<file path="config.mk">
export PLATFORM = sky130hd
export DESIGN_NAME = iccm_boot_loader
export DESIGN_NICKNAME = d
export VERILOG_FILES = /design/src/rtl/iccm_boot_loader.sv
export SDC_FILE = /design/constraint.sdc
export NUM_CORES = 1
export LEC_CHECK = 0
export BUFFER_PORTS_ARGS = -buffer_cell sky130_fd_sc_hd__buf_2
export CAP_MARGIN = 25
export CORE_UTILIZATION = 52
export CTS_CLUSTER_SIZE = 28
export DETAILED_ROUTE_END_ITERATION = 7
export PLACE_DENSITY = 0.83
export SLEW_MARGIN = 20
export SYNTH_ARGS = -nofsm -noshare
export SYNTH_HDL_FRONTEND = slang
export SYNTH_SLANG_ARGS = --single-unit
</file>
<file path="constraint.sdc">
create_clock -name clk_i -period 2.5 [get_ports clk_i]
set_input_delay 0.375 -clock clk_i [delete_from_list [all_inputs] [get_ports clk_i]]
set_output_delay 0.375 -clock clk_i [all_outputs]
set_load 0.03 [all_outputs]
</file>
<file path="src/rtl/iccm_boot_loader.sv">
// ----------------------------------------------------------------------------
// iccm_boot_loader
//
// Program-load controller in front of the ICCM wrapper. It collects bytes from
// the boot UART receiver and packs them into little-endian 32-bit words. Each
// word is written through the wrapper's controller port at consecutive word
// addresses. When the end-of-program marker word arrives, ICCM ownership passes
// to the TL-UL side and the core is released from reset.
//
// Ports
//   clk_i              clock
//   rst_ni             asynchronous active-low reset
//   load_en_i          sampled in IDLE: 1 = load over UART, 0 = boot as-is
//   rx_byte_i [7:0]    received byte
//   rx_valid_i         single-cycle strobe qualifying rx_byte_i
//   iccm_ctrl_addr_o   word address of the current write
//   iccm_ctrl_wdata_o  write data
//   iccm_ctrl_we_o     write strobe, one cycle per word
//   iccm_wsel_o        0 = loader owns ICCM, 1 = TL-UL owns ICCM
//   core_rst_no        active-low core reset, released in DONE
//   load_done_o        high in DONE
//   ovf_err_o          sticky: program exceeded 2**AW words
//
// Handshake: rx_valid_i is a strobe with no back-pressure. A byte counts as
// accepted in any cycle where rx_valid_i = 1 and the FSM is in LOAD or WRITE.
// It is ignored in IDLE and DONE. There is no ready signal, because the loader
// can always take a byte in LOAD/WRITE.
// ----------------------------------------------------------------------------
module iccm_boot_loader #(
    parameter int unsigned AW       = 13,
    parameter logic [31:0] EOP_WORD = 32'h0000_0FFF
) (
    input  logic          clk_i,
    input  logic          rst_ni,
    input  logic          load_en_i,
    input  logic [7:0]    rx_byte_i,
    input  logic          rx_valid_i,
    output logic [AW-1:0] iccm_ctrl_addr_o,
    output logic [31:0]   iccm_ctrl_wdata_o,
    output logic          iccm_ctrl_we_o,
    output logic          iccm_wsel_o,
    output logic          core_rst_no,
    output logic          load_done_o,
    output logic          ovf_err_o
);

    typedef enum logic [1:0] {
        IDLE  = 2'd0,
        LOAD  = 2'd1,
        WRITE = 2'd2,
        DONE  = 2'd3
    } state_e;

    // state_q is the observable FSM state for checkers.
    state_e        state_q, state_d;
    logic [31:0]   asm_q, asm_d;          // byte assembly register
    logic [1:0]    cnt_q, cnt_d;          // byte lane pointer
    logic [AW-1:0] addr_cnt_q, addr_cnt_d;
    logic          wrap_q, wrap_d;        // address counter has passed 2**AW-1
    logic [AW-1:0] addr_q, addr_d;
    logic [31:0]   wdata_q, wdata_d;
    logic          ovf_q, ovf_d;
    logic [31:0]   word_full;             // assembly register with this byte merged

    always_comb begin
        word_full = asm_q;
        case (cnt_q)
            2'd0:    word_full[7:0]   = rx_byte_i;
            2'd1:    word_full[15:8]  = rx_byte_i;
            2'd2:    word_full[23:16] = rx_byte_i;
            default: word_full[31:24] = rx_byte_i;
        endcase
    end

    always_comb begin
        state_d    = state_q;
        asm_d      = asm_q;
        cnt_d      = cnt_q;
        addr_cnt_d = addr_cnt_q;
        wrap_d     = wrap_q;
        addr_d     = addr_q;
        wdata_d    = wdata_q;
        ovf_d      = ovf_q;

        case (state_q)
            IDLE: state_d = load_en_i ? LOAD : DONE;

            LOAD, WRITE: begin
                // The write strobe is issued this cycle, so the address
                // advances now. Leaving all-ones marks the address space as
                // exhausted.
                if (state_q == WRITE) begin
                    addr_cnt_d = addr_cnt_q + AW'(1);
                    if (&addr_cnt_q) wrap_d = 1'b1;
                    state_d = LOAD;
                end
                if (rx_valid_i) begin
                    asm_d = word_full;
                    cnt_d = cnt_q + 2'd1;
                    if (cnt_q == 2'd3) begin
                        if (word_full == EOP_WORD) begin
                            state_d = DONE;
                        end else if (wrap_q) begin
                            ovf_d   = 1'b1;
                            state_d = DONE;
                        end else begin
                            wdata_d = word_full;
                            addr_d  = addr_cnt_q;
                            state_d = WRITE;
                        end
                    end
                end
            end

            default: state_d = DONE;  // DONE is terminal until reset
        endcase
    end

    // Status outputs are registered from the next state, so they line up with
    // the state they describe.
    always_ff @(posedge clk_i or negedge rst_ni) begin
        if (!rst_ni) begin
            state_q           <= IDLE;
            asm_q             <= '0;
            cnt_q             <= '0;
            addr_cnt_q        <= '0;
            wrap_q            <= 1'b0;
            addr_q            <= '0;
            wdata_q           <= '0;
            ovf_q             <= 1'b0;
            iccm_ctrl_we_o    <= 1'b0;
            iccm_wsel_o       <= 1'b0;
            core_rst_no       <= 1'b0;
            load_done_o       <= 1'b0;
        end else begin
            state_q           <= state_d;
            asm_q             <= asm_d;
            cnt_q             <= cnt_d;
            addr_cnt_q        <= addr_cnt_d;
            wrap_q            <= wrap_d;
            addr_q            <= addr_d;
            wdata_q           <= wdata_d;
            ovf_q             <= ovf_d;
            iccm_ctrl_we_o    <= (state_d == WRITE);
            iccm_wsel_o       <= (state_d == DONE);
            core_rst_no       <= (state_d == DONE);
            load_done_o       <= (state_d == DONE);
        end
    end

    assign iccm_ctrl_addr_o  = addr_q;
    assign iccm_ctrl_wdata_o = wdata_q;
    assign ovf_err_o         = ovf_q;

endmodule

</file>
==> results by group, run 1 <==
Synth
  • Mapped Area: between 4000 and 5000 sq um
  • Distinct cells, synth: between 40 and 50
  • Register area share after synthesis: a little over half
  • Gate Count Post-Synth: 351
  • Ys flop type: dfrtp_1
  • Count of state elements after synthesis: 98
  • Post-synth EDFFs: 0
  • Net count after synthesis: 374
  • Warnings, synthesis: 0
  • Post-Syn Area per Cell: 13.35 sq um
  • Post-synthesis async set-or-reset flop share: 100.0%

Min path
  • Hold WC Path Type: in2async

STA
  • Setup Skew: ~0.011 ns
  • PnR worst setup slack: -0.008272 ns
  • Slew Viols, Final: 0
  • Final Hold Vio Count: 2
  • Endpoints failing setup: 8
  • Setup TNS: -0.03946 ns
  • Tcrit/Tclk final: 100.3%
  • RSZ-0062 raised after global routing: true
  • Period minus WS final: 2.508 ns
  • Fmax: ~400 MHz
  • Hold_ws: -0.003924 ns
  • Worst-Margin Slew: approximately 0.6 ns
  • Slew headroom: between 60% and 70%

Setup path
  • Setup crit start kind: flip-flop
  • Crit path DAT: ~2.8 ns
  • Worst setup EP type: flip-flop
  • Worst path required time: ~2.8 ns
  • Crit Path Category: reg2reg
  • Critical-path maximum fanout: 9

Global routing
  • Total Routing Usage GR: between 20% and 30%
  • Largest net degree at the start of global routing: 49
  • Vias in the first global route: around 3,300
  • Global-route wire length before repair: 16,970 microns
  • Initial antenna violation count: 0
  • Global route overflow: 0

Clock network
  • CTS tree: done
  • Clock root buffer: clkbuf_8
  • Worst skew pair latency: 0.37 ns
  • Worst-path clk slew: around 0.090 ns
  • Num CTS Buffers: 9
  • CTS Hold Bufs: 0
  • Clock tree buffer depth: 2
  • H-tree depth: 3
  • CTS Sinks: 98

Final layout
  • Ant diodes: 0
  • Layout net count: 467
  • Storage cell area: ~2500 sq um
  • Area growth syn-to-layout: 22.91%
  • Commonest non-fill, non-tap cell in the layout: dfrtp_1
  • Share of layout cells above drive strength 1: 50.67%
  • # fillers: between 600 and 700
  • Most frequent cells in the layout: dfrtp_1, buf_2, mux2_2, mux2_4, buf_4
  • Multi-input gate area: about 2200 sq um

Die
  • Die area: roughly 9400 sq um
  • Core Area: 8721 sq um
  • Die width: between 90 and 100 microns
  • Chip height: about 97 microns
  • Io pins: 62
  • Starting Density: about 54%
  • Rows: 34

Power and ir drop
  • Max IR drop VDD: ~0.84 mV
  • Pwr Density: roughly 1300 nW/um^2
  • Leak: about 2.7 nW

Run status
  • Run status: finished, violations left
  • Failing checks: hold timing, setup timing

Flow run
  • Max-Cap Viols: 0

Route
  • Drt total wl: approximately 11,000 microns
  • Detailed-route DRC error count: 0
  • Drt first-iter violations: about 220
  • Via/cell ratio: between 5 and 6
  • Post-route ant nets: 0
  • DR vias: 3,160
  • Drt first pass iters: 6
  • Routed len/inst: around 19 microns

Placed design
  • HPWL after DPL: 6827 microns
  • RePlAce Congestion: slightly above 0.9
  • Port buffer count: around 60
metrics by stage:
stage	instances	power [mW]	setup slack, ns	utilization, %	cell area (sq um)
after global routing	556	8.069	-0.07819	66.04	5759
final	556	7.653	-0.008272	66.04	5759
after CTS	547	7.325	-0.009218	63.56	5543
after detailed placement	524	6.152	-0.04734	59.61	5199
after floorplan	351	5.191	0.08370	-	4687
after global placement	524	6.044	0.009591	59.61	5199
layout make-up:
cell class | instances | share of cell area, %
clock buffers | 11 | 2.629
clock inverters | 4 | 0.4562
repair buffers | 103 | 12.56
inverters | 11 | 0.8038
multi-input cells | 221 | 38.58
well taps | 108 | 2.346
flip-flops and latches | 98 | 42.62
layer usage:
layer  wire length [microns]  part of all wire, %  global-route usage [%]
met2                    5256                   49                   36.35
met5                       0                    0                       0
met1                    4616                   43                   31.05
met3                     706                  6.6                   5.491
met4                     187                  1.7                   9.644
worst max-delay path: stages, from the launching register on:
cell and delay [ns]:
dfrtp_2 0.46, inv_4 0.07, ha_4 0.17, buf_6 0.13, nand3b_1 0.23, o2bb2ai_4 0.17
nor4_4 0.34, a311oi_4 0.17, buf_6 0.20, buf_16 0.15, mux2_4 0.29
final timing paths:
kind                                                   from                           endpoint  slack [ns]  cells after the start
min                                                  rst_ni              asm_q[29]$_DFFE_PN0P_      -0.004                      1
min reg2reg                iccm_ctrl_wdata_o[6]$_DFFE_PN0P_   iccm_ctrl_wdata_o[6]$_DFFE_PN0P_        0.49                      1
min in group clk_i                                load_en_i               state_q[1]$_DFF_PN0_        0.34                      4
max reg2reg                            cnt_q[1]$_DFFE_PN0P_  iccm_ctrl_wdata_o[22]$_DFFE_PN0P_      -0.008                     10
max                                    cnt_q[1]$_DFFE_PN0P_  iccm_ctrl_wdata_o[22]$_DFFE_PN0P_      -0.008                     10
max in group asynchronous                            rst_ni  iccm_ctrl_wdata_o[13]$_DFFE_PN0P_        1.78                      2
state kept, by name (all words and copies together) (netlist names):
signal / flops
load_done_o: 1
ovf_err_o: 1
iccm_ctrl_addr_o: 13
cnt_q: 2
wrap_q: 1
addr_cnt_q: 13
asm_q: 32
iccm_ctrl_we_o: 1
iccm_ctrl_wdata_o: 32
state_q: 2
cell families after synthesis:
group / synth area share (%)
adder cells (fa/ha/maj): 2.937
AO/OA/AOI/OAI: 4.860
multiplexers: 25.93
AND/OR/NAND/NOR: 7.851
flip-flops: 52.34
buffers and inverters: 3.658
XOR/XNOR: 2.430
synthesized netlist by cell type, drive strengths merged (2+ instances only):
| library cell | number | area (sq um) |
|---|---|---|
| nor4b | 2 | 17.52 |
| o31ai | 2 | 15.01 |
| a32oi | 2 | 17.52 |
| nand4 | 6 | 37.54 |
| a21oi | 3 | 15.01 |
| mux2i | 13 | 130.1 |
| nor3b | 2 | 15.01 |
| dfrtp | 98 | 2452 |
| nand2 | 20 | 75.07 |
| o21ai | 2 | 10.01 |
| mux2 | 87 | 1085 |
| and3 | 2 | 12.51 |
| and2 | 2 | 12.51 |
| nor2 | 8 | 30.03 |
| a31oi | 2 | 12.51 |
| o21a | 10 | 75.07 |
| nor4 | 5 | 37.53 |
| xnor2 | 8 | 70.07 |
| inv | 11 | 41.29 |
| nor3 | 4 | 25.02 |
| nand3 | 10 | 50.05 |
| xor2 | 5 | 43.79 |
| ha | 11 | 137.6 |
| buf | 17 | 115.1 |
| clkbuf | 4 | 15.01 |
report_power, final:
group | total [mW] | switching [mW] | internal [mW]
logic | 3.93 | 1.98 | 1.95
clock network | 0.955 | 0.544 | 0.411
registers | 2.76 | 0.521 | 2.24
timing repair:
action                                  4_1_cts  5_1_grt
hold endpoints to repair                      0        0
pin swaps                                     5        8
setup buffers                                 6       10
endpoints found under the setup margin       33       46
cloned                                        2        0
resized for setup                            18       33
Note: power is estimated with default switching activity, not from simulation.
==> run 2: changes to the inputs <==
--- a/config.mk
+++ b/config.mk
@@ -10,7 +10,9 @@
 export CORE_UTILIZATION = 52
 export CTS_CLUSTER_SIZE = 28
 export DETAILED_ROUTE_END_ITERATION = 7
-export PLACE_DENSITY = 0.83
+export HOLD_SLACK_MARGIN = 0.06
+export PLACE_DENSITY = 0.76
+export SETUP_SLACK_MARGIN = 0.2
 export SLEW_MARGIN = 20
 export SYNTH_ARGS = -nofsm -noshare
 export SYNTH_HDL_FRONTEND = slang
==> run 2 against run 1 <==
Compared with the run above: global-route usage fell by 0.69 points; worst hold slack better by 0.34 ns; largest cell class unchanged; non-clock buffer count fell by 1; critical path depth fell by 2; worst setup slack lost 0.0044 ns; the flow finishes with violations (setup timing).
==> results by group, run 2 (synthesis gave the netlist of run 1 again) <==
Final layout
  • Util after Layout: 66.83% (+0.79 points)
  • Ant diodes: 0 (unchanged)
  • # fillers: 600 (-1.5%)
  • Share of layout cells above drive strength 1: 50.89% (+0.22 points)
  • Area growth syn-to-layout: 24.38%
  • Commonest non-fill, non-tap cell in the layout: dfrtp_1
  • Storage cell area: 2455 sq um (unchanged)
  • Multi-input gate area: 2280 sq um (+2.6%)
  • Most frequent cells in the layout: dfrtp_1, buf_2, mux2_2, mux2_4, buf_4
  • Layout net count: 466 (-0.21%)

Die
  • Starting Density: 53.73% (unchanged)
  • Chip height: 96.93 microns (unchanged)
  • Die area: 9394 sq um (unchanged)
  • Rows: 34 (unchanged)
  • Io pins: 62 (unchanged)
  • Core Area: 8721 sq um (unchanged)
  • Die width: 96.93 microns (unchanged)

Setup path
  • Critical-path maximum fanout: 5 (-4)
  • Family with the most delay on the worst path: multiplexers
  • CP Cell Sequence: ha_4, mux2i_1, o211ai_1, nor4_4, a311oi_4, buf_6, buf_12, mux2_4
  • Worst setup EP type: flip-flop
  • Setup crit start kind: flip-flop
  • Reg2Reg Depth: 8 (-2)
  • Reg2reg start: cnt_q[0]$_DFFE_PN0P_
  • Worst path required time: 2.75 ns (about the same)
  • Crit-path slowest cell: dfrtp_2
  • Crit path DAT: 2.76 ns (about the same)
  • R2R Setup Slk: -0.01 ns (about the same)
  • Bufs and invs on worst path: 2 (-2)
  • CP max stage delay: 0.47 ns (about the same)
  • Worst R2R End: iccm_ctrl_wdata_o[1]$_DFFE_PN0P_
  • Crit Path Category: reg2reg

Global routing
  • GR peak layer: met2
  • GR Util met3: 5.347% (-0.14 points)
  • Largest net degree at the start of global routing: 52 (+6.1%)
  • Vias in the first global route: 3,146 (-4.1%)
  • Total Routing Usage GR: 22.51% (-0.69 points)
  • Initial antenna violation count: 0 (unchanged)
  • Global route overflow: 0 (unchanged)
  • Global-route wire length before repair: 16,530 microns (-2.6%)
  • M2 GR Usage: 33.64% (-2.7 points)
  • GR Util met1: 32.75% (+1.7 points)

Min path
  • Hold path startpoint: rx_byte_i[4]
  • Hold Path Cell Cnt: 2
  • Hold WC Path Type: in2reg
  • Endpoint, Worst Hold: asm_q[12]$_DFFE_PN0P_

Clock network
  • Clock tree buffer depth: 2 (unchanged)
  • CTS Sinks: 98 (unchanged)
  • Clock root buffer: clkbuf_8
  • Worst skew pair latency: 0.37 ns (about the same)
  • CTS tree: done
  • Num CTS Buffers: 9 (unchanged)
  • Worst-path clk slew: 0.09 ns (about the same)
  • H-tree depth: 3 (unchanged)

Power and ir drop
  • Max IR drop VDD: 0.6896 mV (-17%)
  • Sequential Power Share: 36.1% (about the same)
  • Pwr Density: 1315 nW/um^2 (-1.1%)
  • Leak: 2.701 nW (+0.85%)
  • P_sw: 3.073 mW (+0.79%)
  • Power share of the combinational group: 51.9% (+0.5 points)
  • Net Sw Frac: 40.11% (+0.26 points)
  • Pint: 4.590 mW (-0.30%)
  • Clk pwr share: 12.1% (-0.4 points)

STA
  • Period minus WS final: 2.513 ns (+0.004411 ns)
  • Setup Skew: 0.01072 ns (-0.0004193 ns)
  • RSZ-0062 raised after global routing: true
  • Slew Viols, Final: 0 (unchanged)
  • Endpoints failing setup: 15 (+7)
  • Tcrit/Tclk final: 100.5% (+0.18 points)
  • Setup TNS: -0.05824 ns (-0.01878 ns)
  • Final Hold Vio Count: 0 (-2)
  • Slew headroom: 58.22% (-2.1 points)
  • Worst-Margin Slew: 0.6210 ns (+0.02539 ns)
  • PnR worst setup slack: -0.01268 ns (-0.004411 ns)
  • Fmax: 398.0 MHz (-0.18%)

Route
  • Post-route ant nets: 0 (unchanged)
  • Detailed-route DRC error count: 0 (unchanged)
  • DR vias: 3,144 (-0.51%)
  • Via/cell ratio: 5.655 (-0.51%)
  • Drt first-iter violations: 151 (-33%)
  • Routed len/inst: 18.88 microns (-2.5%)
  • Drt first pass iters: 4 (-2)
  • Drt total wl: 10,500 microns (-2.5%)

Run status
  • Failing checks: setup timing
  • Run status: finished, violations left

Placed design
  • Port buffer count: 61 (unchanged)
  • HPWL after DPL: 6763 microns (-0.93%)
  • RePlAce Congestion: 0.8712 (-5.9%)

Flow run
  • Max-Cap Viols: 0 (unchanged)
==> run 2: timing repair <==
item / 4_1_cts / 5_1_grt
buffers inserted: 9 / 6
hold endpoints to repair: 47 / 0
cloned: 2 / 1
hold buffers: 1 / 0
pin swaps: 8 / 6
gates resized for setup: 32 / 13
setup endpoints to repair: 44 / 47
==> run 2: power groups by stage <==
stage	Clock (mW)	Sequential, mW	Combinational (mW)
2_1_floorplan	0	3.23	2.03
3_3_place_gp	0	2.69	3.37
3_5_place_dp	0	2.73	3.46
4_1_cts	0.933	2.74	3.78
5_1_grt	1.01	2.85	4.21
6_report	0.923	2.77	3.97
==> run 2: worst max-delay path by stage <==
| stage | from | to | cells after the start |
|---|---|---|---|
| final | cnt_q[0]$_DFFE_PN0P_ | iccm_ctrl_wdata_o[1]$_DFFE_PN0P_ | 8 |
| after global routing | cnt_q[0]$_DFFE_PN0P_ | iccm_ctrl_wdata_o[10]$_DFFE_PN0P_ | 9 |
| after CTS | cnt_q[0]$_DFFE_PN0P_ | iccm_ctrl_addr_o[5]$_DFFE_PN0P_ | 9 |
| after detailed placement | cnt_q[0]$_DFFE_PN0P_ | iccm_ctrl_addr_o[5]$_DFFE_PN0P_ | 8 |
| after global placement | cnt_q[1]$_DFFE_PN0P_ | iccm_ctrl_addr_o[3]$_DFFE_PN0P_ | 8 |
| after floorplan | cnt_q[0]$_DFFE_PN0P_ | iccm_ctrl_addr_o[12]$_DFFE_PN0P_ | 8 |
==> run 2: stage by stage <==
step | worst slack (ns) | hold slack [ns] | instances | cell area, sq um | power (mW)
after floorplan | 0.1192 | 0.07941 | 351 | 4732 | 5.260
after global placement | 0.07202 | 0.4190 | 521 | 5230 | 6.063
after detailed placement | 0.007312 | 0.4284 | 521 | 5230 | 6.184
after CTS | 0.09653 | 0.3296 | 549 | 5693 | 7.448
after global routing | -0.1131 | 0.3198 | 556 | 5828 | 8.071
final | -0.01268 | 0.3385 | 556 | 5828 | 7.663
==> run 2: per-layer routing <==
layer / routed length [microns] / share of wire, % / vias to the layer above
li1: - / - / 1430
met1: 4896 / 47 / 1588
met2: 4818 / 46 / 103
met3: 525 / 5.0 / 23
met4: 258 / 2.5 / 0
met5: 0 / 0 / -
==> run 2: area by class of cell <==
type | count | area share [%]
clock buffers | 11 | 2.426
well taps | 108 | 2.319
inverters | 11 | 0.7943
repair buffers | 102 | 12.71
flip-flops and latches | 98 | 42.12
multi-input cells | 221 | 39.12
clock inverters | 5 | 0.5152
